$ cat src/rtl/sdhci_reset_ctrl.sv
// rtl/sdhci_reset_ctrl.sv - soft-reset sequencer: global plus per-domain reset FSMs
module sdhci_reset_ctrl #(
  parameter int unsigned           NumDomains  = 2,
  parameter int unsigned           HoldCycles  = 4,
  parameter logic [NumDomains-1:0] AutoResetEn = {NumDomains{1'b1}}
) (
  input  logic                  clk_i,
  input  logic                  rst_ni,
  input  logic                  sw_reset_all_i,
  input  logic [NumDomains-1:0] sw_reset_dom_i,
  input  logic [NumDomains-1:0] auto_reset_i,
  output logic                  rst_all_no,
  output logic [NumDomains-1:0] rst_dom_no,
  output logic                  clear_all_o,
  output logic [NumDomains-1:0] clear_dom_o,
  output logic [NumDomains:0]   busy_o
);

  typedef enum logic [1:0] {IDLE, HOLD, CLEAR, WAIT} state_e;

  localparam int unsigned    CntW    = $clog2(HoldCycles + 1);
  localparam logic [CntW-1:0] CntLast = CntW'(HoldCycles - 1);

  state_e                all_state_q, all_state_d;
  logic [CntW-1:0]       all_cnt_q, all_cnt_d;
  logic                  all_act_q;
  logic                  global_quiet;
  logic [NumDomains-1:0] auto_q;
  logic [NumDomains-1:0] auto_rise;
  logic [NumDomains-1:0] dom_act;
  logic [NumDomains-1:0] dom_busy;
  logic [NumDomains-1:0] dom_clear;

  // Global FSM next state: a level request starts HOLD, WAIT lingers while the bit stays set
  always_comb begin
    all_state_d = all_state_q;
    all_cnt_d   = all_cnt_q;
    case (all_state_q)
      IDLE: begin
        if (sw_reset_all_i) begin
          all_state_d = HOLD;
          all_cnt_d   = '0;
        end
      end
      HOLD: begin
        if (all_cnt_q == CntLast) all_state_d = CLEAR;
        else                      all_cnt_d   = all_cnt_q + CntW'(1);
      end
      CLEAR:   all_state_d = WAIT;
      WAIT:    if (!sw_reset_all_i) all_state_d = IDLE;
      default: all_state_d = IDLE;
    endcase
  end

  // Global state register; comes out of reset in HOLD so power-on gets a full stretched reset
  always_ff @(posedge clk_i or negedge rst_ni) begin
    if (!rst_ni) begin
      all_state_q <= HOLD;
      all_cnt_q   <= '0;
      all_act_q   <= 1'b1;
    end else begin
      all_state_q <= all_state_d;
      all_cnt_q   <= all_cnt_d;
      all_act_q   <= (all_state_d != IDLE);
    end
  end

  // Auto-reset edge detectors keep tracking even while requests are being discarded
  always_ff @(posedge clk_i or negedge rst_ni) begin
    if (!rst_ni) auto_q <= '0;
    else         auto_q <= auto_reset_i;
  end

  assign auto_rise    = auto_reset_i & ~auto_q & AutoResetEn;
  // Domains may only act when no global reset is running or about to start this cycle
  assign global_quiet = (all_state_q == IDLE) && !sw_reset_all_i;

  for (genvar i = 0; i < NumDomains; i++) begin : g_dom
    state_e          state_q, state_d;
    logic [CntW-1:0] cnt_q, cnt_d;
    logic            act_q;
    logic            req;

    assign req = sw_reset_dom_i[i] | auto_rise[i];

    // Domain FSM next state; a global reset forces it idle and drops any pending request
    always_comb begin
      state_d = state_q;
      cnt_d   = cnt_q;
      if (!global_quiet) begin
        state_d = IDLE;
      end else begin
        case (state_q)
          IDLE: begin
            if (req) begin
              state_d = HOLD;
              cnt_d   = '0;
            end
          end
          HOLD: begin
            if (cnt_q == CntLast) state_d = CLEAR;
            else                  cnt_d   = cnt_q + CntW'(1);
          end
          CLEAR:   state_d = WAIT;
          WAIT:    if (!sw_reset_dom_i[i]) state_d = IDLE;
          default: state_d = IDLE;
        endcase
      end
    end

    // Domain state register
    always_ff @(posedge clk_i or negedge rst_ni) begin
      if (!rst_ni) begin
        state_q <= IDLE;
        cnt_q   <= '0;
        act_q   <= 1'b0;
      end else begin
        state_q <= state_d;
        cnt_q   <= cnt_d;
        act_q   <= (state_d != IDLE);
      end
    end

    assign dom_act[i]   = act_q;
    assign dom_busy[i]  = (state_q != IDLE);
    assign dom_clear[i] = (state_q == CLEAR) && (all_state_q == IDLE);
  end

  // Assertion of rst_ni reaches the outputs combinationally; release goes through the flops
  assign rst_all_no  = rst_ni & ~all_act_q;
  assign rst_dom_no  = {NumDomains{rst_all_no}} & ~dom_act;
  assign clear_all_o = (all_state_q == CLEAR);
  assign clear_dom_o = dom_clear;
  assign busy_o      = {(all_state_q != IDLE), dom_busy};

endmodule

$ cat config.mk
export PLATFORM = sky130hd
export DESIGN_NAME = sdhci_reset_ctrl
export DESIGN_NICKNAME = d
export VERILOG_FILES = /design/src/rtl/sdhci_reset_ctrl.sv
export SDC_FILE = /design/constraint.sdc
export NUM_CORES = 1
export LEC_CHECK = 0
export CORE_ASPECT_RATIO = 1.75
export CORE_MARGIN = 1
export CORE_UTILIZATION = 45
export CTS_CLUSTER_DIAMETER = 100
export CTS_CLUSTER_SIZE = 40
export DETAILED_ROUTE_END_ITERATION = 12
export GPL_TIMING_DRIVEN = 0
export PLACE_DENSITY = 0.71
export SLEW_MARGIN = 20
export SYNTH_ARGS = -nofsm -noshare
export SYNTH_HDL_FRONTEND = slang
export SYNTH_SLANG_ARGS = --single-unit
$ cat constraint.sdc
create_clock -name clk_i -period 1.61 [get_ports clk_i]
set_input_delay 0.161 -clock clk_i [delete_from_list [all_inputs] [get_ports clk_i]]
set_output_delay 0.161 -clock clk_i [all_outputs]
set_load 0.005 [all_outputs]
==> impl_metrics.csv <==
group,metric,value,unit
cells_and_area,antenna_cells,0,
synth,avgSynthCellArea,10.9,um2
worst_hold_path,whs_endpoint,"auto_q[0]",
critical_path,worstPathArrival,1.73,ns
synth,ys_types,29,
route,viasPerCell,5.37,
die,start_util,47.5,%
timing,setup_viol,0,
synth,syn-cell-area,0.00108,mm2
critical_path,cp_num_buf_inv,0,
critical_path,crit_path_top_delay_cell,"dfrtp_1",
critical_path,cpMostUsedCell,"ha_2",
route,num_vias,859,
route,drc_errors,0,
global_route,grt_util_met2,37.5,%
route,antenna_left,0,
placed_design,dp_hpwl,1.42,mm
die,io_pins,16,
die,rows,23,
die,coreArea,0.00227,mm2
synth,syn_inst,99,
critical_path,path_cells,"ha_2, ha_2, a21oi_2, o311a_4, mux2_4",
global_route,first_global_vias,885,
power,pwr-share-comb,40.6,%
cells_and_area,multi_input_area,556,um2
timing,rsz0062_at_grt,"true",
timing,finClkSkew,0.00441,ns
critical_path,regToRegSetupSlack,0.02,ns
route,first_pass_iters,2,
worst_hold_path,hold_start,"auto_reset_i[0]",
clock_network,cts-root-buf,"clkbuf_8",
worst_hold_path,hold_path_class,"input pin to flip-flop",
timing,hold_violations,0,
synth,syn_nets,112,
global_route,grt_use_met1,22.2,%
cells_and_area,drive_gt1_share,37.0,%
synth,synth_ff_type,"dfrtp_1",
critical_path,crit_path_end_kind,"flip-flop",
power,p_sw_share,30.6,%
die,design.die.area,0.00261,mm2
clock_network,htreeDepth,1,
global_route,grt_antenna_before_repair,0,
global_route,grt_use_total,20.5,%
worst_hold_path,worstHoldPathCells,1,
critical_path,r2r-start,"g_dom[1].cnt_q[1]",
critical_path,cp.required,1.75,ns
timing,finalSetupTns,0,ns
synth,seq_area_frac_synth,46.6,%
critical_path,critical_path_class,"flip-flop to flip-flop",
route,routed_wirelength,2.22,mm
timing,max_freq,0.629,GHz
timing,relSlewSlack,45.1,%
power,power_density,1230,mW/mm2
power,ir_drop,0.000713,V
timing,maxSlewViolCount,0,
power,p_int,0.00126,W
critical_path,r2r_end,"g_dom[1].cnt_q[1]",
critical_path,worst_r2r_path_depth,5,
run_status,status,"completed",
die,die_h,66.8,um
power,power_frac_clock,20.7,%
global_route,grt_util_met3,2.00,%
cells_and_area,fin_cells,160,
critical_path,start_kind,"flip-flop",
timing,fin_crit_sh,98.7,%
synth,synth_warnings,0,
timing,worstMarginPinSlew,0.822,ns
clock_network,clock-sinks,20,
route,post_drt_wl_per_cell,13.9,um
run,cap_violations,0,
clock_network,cts_inserted_buffers,3,
placed_design,placed_area,0.00126,mm2
clock_network,insertion_delay,0.26,ns
route,first_iter_violations,20,
placed_design,dp.cells,139,
critical_path,crit_fanout,3,
critical_path,cp_top_family,"compound AO/OA/AOI/OAI gates",
global_route,grt_max_degree,19,
synth,ys_ff_latch,20,
timing,period_minus_slack,1.59,ns
critical_path,cpPeakStageDelay,0.40,ns
power,leakage,0.722,nW
synth,synth_edf_count,0,
cells_and_area,area_growth,37.1,%
die,die-width,39.0,um
placed_design,port_buffers,15,
global_route,gr-max-usage-layer,"met2",
critical_path,startpoint,"g_dom[1].cnt_q[1]",
cells_and_area,layout.nets,149,
power,pwr-share-seq,38.7,%
global_route,grt_pass1_wl,3.75,mm
clock_network,tritoncts,"yes",
global_route,grt_overflow,0,
clock_network,clkTransAtPathRegs,0.07,ns
power,netSwitchingPower,0.000556,W
cells_and_area,stdcell_area,0.00148,mm2
clock_network,cts_buffer_depth,2,
placed_design,place.gp.congestion,0.751,
cells_and_area,seqCellArea,508,um2
cells_and_area,num-fill-cells,183,
synth,synthArstFlopShare,100,%
timing repair:
action	in CTS	in global routing
setup buffers	11	5
endpoints found under the setup margin	11	15
hold endpoints to repair	18	0
gates resized for setup	15	12
hold buffers	2	0
pin swaps	2	2
layout by cell type (no fill, tap or decap), drive strengths merged:
master	Yosys	final
and3	1	1
o311a	1	1
nor3	3	3
dfrtp	18	18
dlygate4sd2	0	2
buf	2	18
nand2	2	2
o311ai	1	1
o22a	1	1
o21ai	1	1
dlymetal6s2s	0	3
nand2b	2	2
a21oi	7	7
clkdlybuf4s15	0	1
nor2b	3	3
dlygate4sd3	0	2
or3	1	1
inv	9	9
clkbuf	0	5
nor3b	1	1
a22o	4	4
clkdlybuf4s50	0	7
nor2	14	14
mux2i	1	1
ha	6	6
o31ai	3	3
or2b	2	2
a21o	1	1
or2	5	5
dfstp	2	2
mux2	7	7
a31oi	1	1
area by class of cell:
class	count	area share, %
multi-input combinational	68	37.5
sequential	20	34.3
timing repair buffer	33	19.3
clock buffer	4	3.72
inverter	9	2.28
tap	25	2.11
buffer	1	0.761
worst register-to-register path: stages (launching register included):
cell     delay, ns
dfrtp_1       0.40
ha_2          0.19
ha_2          0.17
a21oi_2       0.17
o311a_4       0.25
mux2_4        0.30
routing by layer:
layer,vias up,wire length [um]
met5,-,0
met4,0,37
met3,4,28
met2,13,1300
met1,424,856
li1,418,-
logic make-up (layout without fill, tap and decap cells):
logic type | after synthesis | count (layout) | share of synthesized area, %
AND/OR/NAND/NOR | 34 | 34 | 17.6
AO/OA/AOI/OAI | 20 | 20 | 15.5
flip-flops | 20 | 20 | 46.6
buffers and inverters | 11 | 47 | 4.06
multiplexers | 8 | 8 | 9.27
adder cells (fa/ha/maj) | 6 | 6 | 6.95
flip-flops by register name (all words and copies together) (netlist names):
register,flops
g_dom.cnt_q,6
all_act_q,1
g_dom.state_q,4
g_dom.act_q,2
all_cnt_q,3
auto_q,2
all_state_q,2
stage by stage:
stage | util (%) | setup slack [ns] | power (W) | hold slack [ns]
after floorplan | - | 0.0347 | 0.00111 | -0.135
after global placement | 55.6 | -0.655 | 0.00128 | 0.489
after detailed placement | 55.6 | -0.706 | 0.00131 | 0.494
after CTS | 62.5 | 0.000698 | 0.00179 | 0.355
after global routing | 65.1 | -0.00878 | 0.00195 | 0.372
final | 65.1 | 0.0205 | 0.00181 | 0.357
worst max path at each step:
stage	cells past startpoint	slack, ns	endpoint
2_1_floorplan	5	0.03	g_dom[1].cnt_q[0]
3_3_place_gp	4	-0.66	rst_dom_no[0]
3_5_place_dp	4	-0.71	rst_dom_no[0]
6_report	5	0.02	g_dom[1].cnt_q[1]
4_1_cts	5	0.0007	g_dom[0].cnt_q[0]
5_1_grt	5	-0.009	g_dom[1].cnt_q[1]
Yosys cell counts, types with 2 or more instances:
master | n | area (um2)
ha_1 | 6 | 75.1
or2_2 | 3 | 18.8
or2_4 | 2 | 17.5
nor2_1 | 14 | 52.6
dfstp_2 | 2 | 52.6
mux2_4 | 3 | 45.0
inv_1 | 9 | 33.8
mux2_2 | 4 | 45.0
nor2b_1 | 3 | 18.8
nand2b_1 | 2 | 12.5
dfrtp_1 | 18 | 450
or2b_1 | 2 | 15.0
a22o_1 | 4 | 35.0
buf_2 | 2 | 10.0
nand2_1 | 2 | 7.51
nor3_1 | 2 | 10.0
a21oi_1 | 7 | 35.0
o31ai_1 | 3 | 22.5
power by group through the flow:
stage / Sequential, W / Clock (W) / Combinational [W]
6_report: 0.000702 / 0.000375 / 0.000737
5_1_grt: 0.000719 / 0.000407 / 0.000823
4_1_cts: 0.000704 / 0.000389 / 0.000700
3_5_place_dp: 0.000694 / 0 / 0.000614
3_3_place_gp: 0.000687 / 0 / 0.000590
2_1_floorplan: 0.000677 / 0 / 0.000436
No activity file was read; power rests on OpenSTA's default activity.
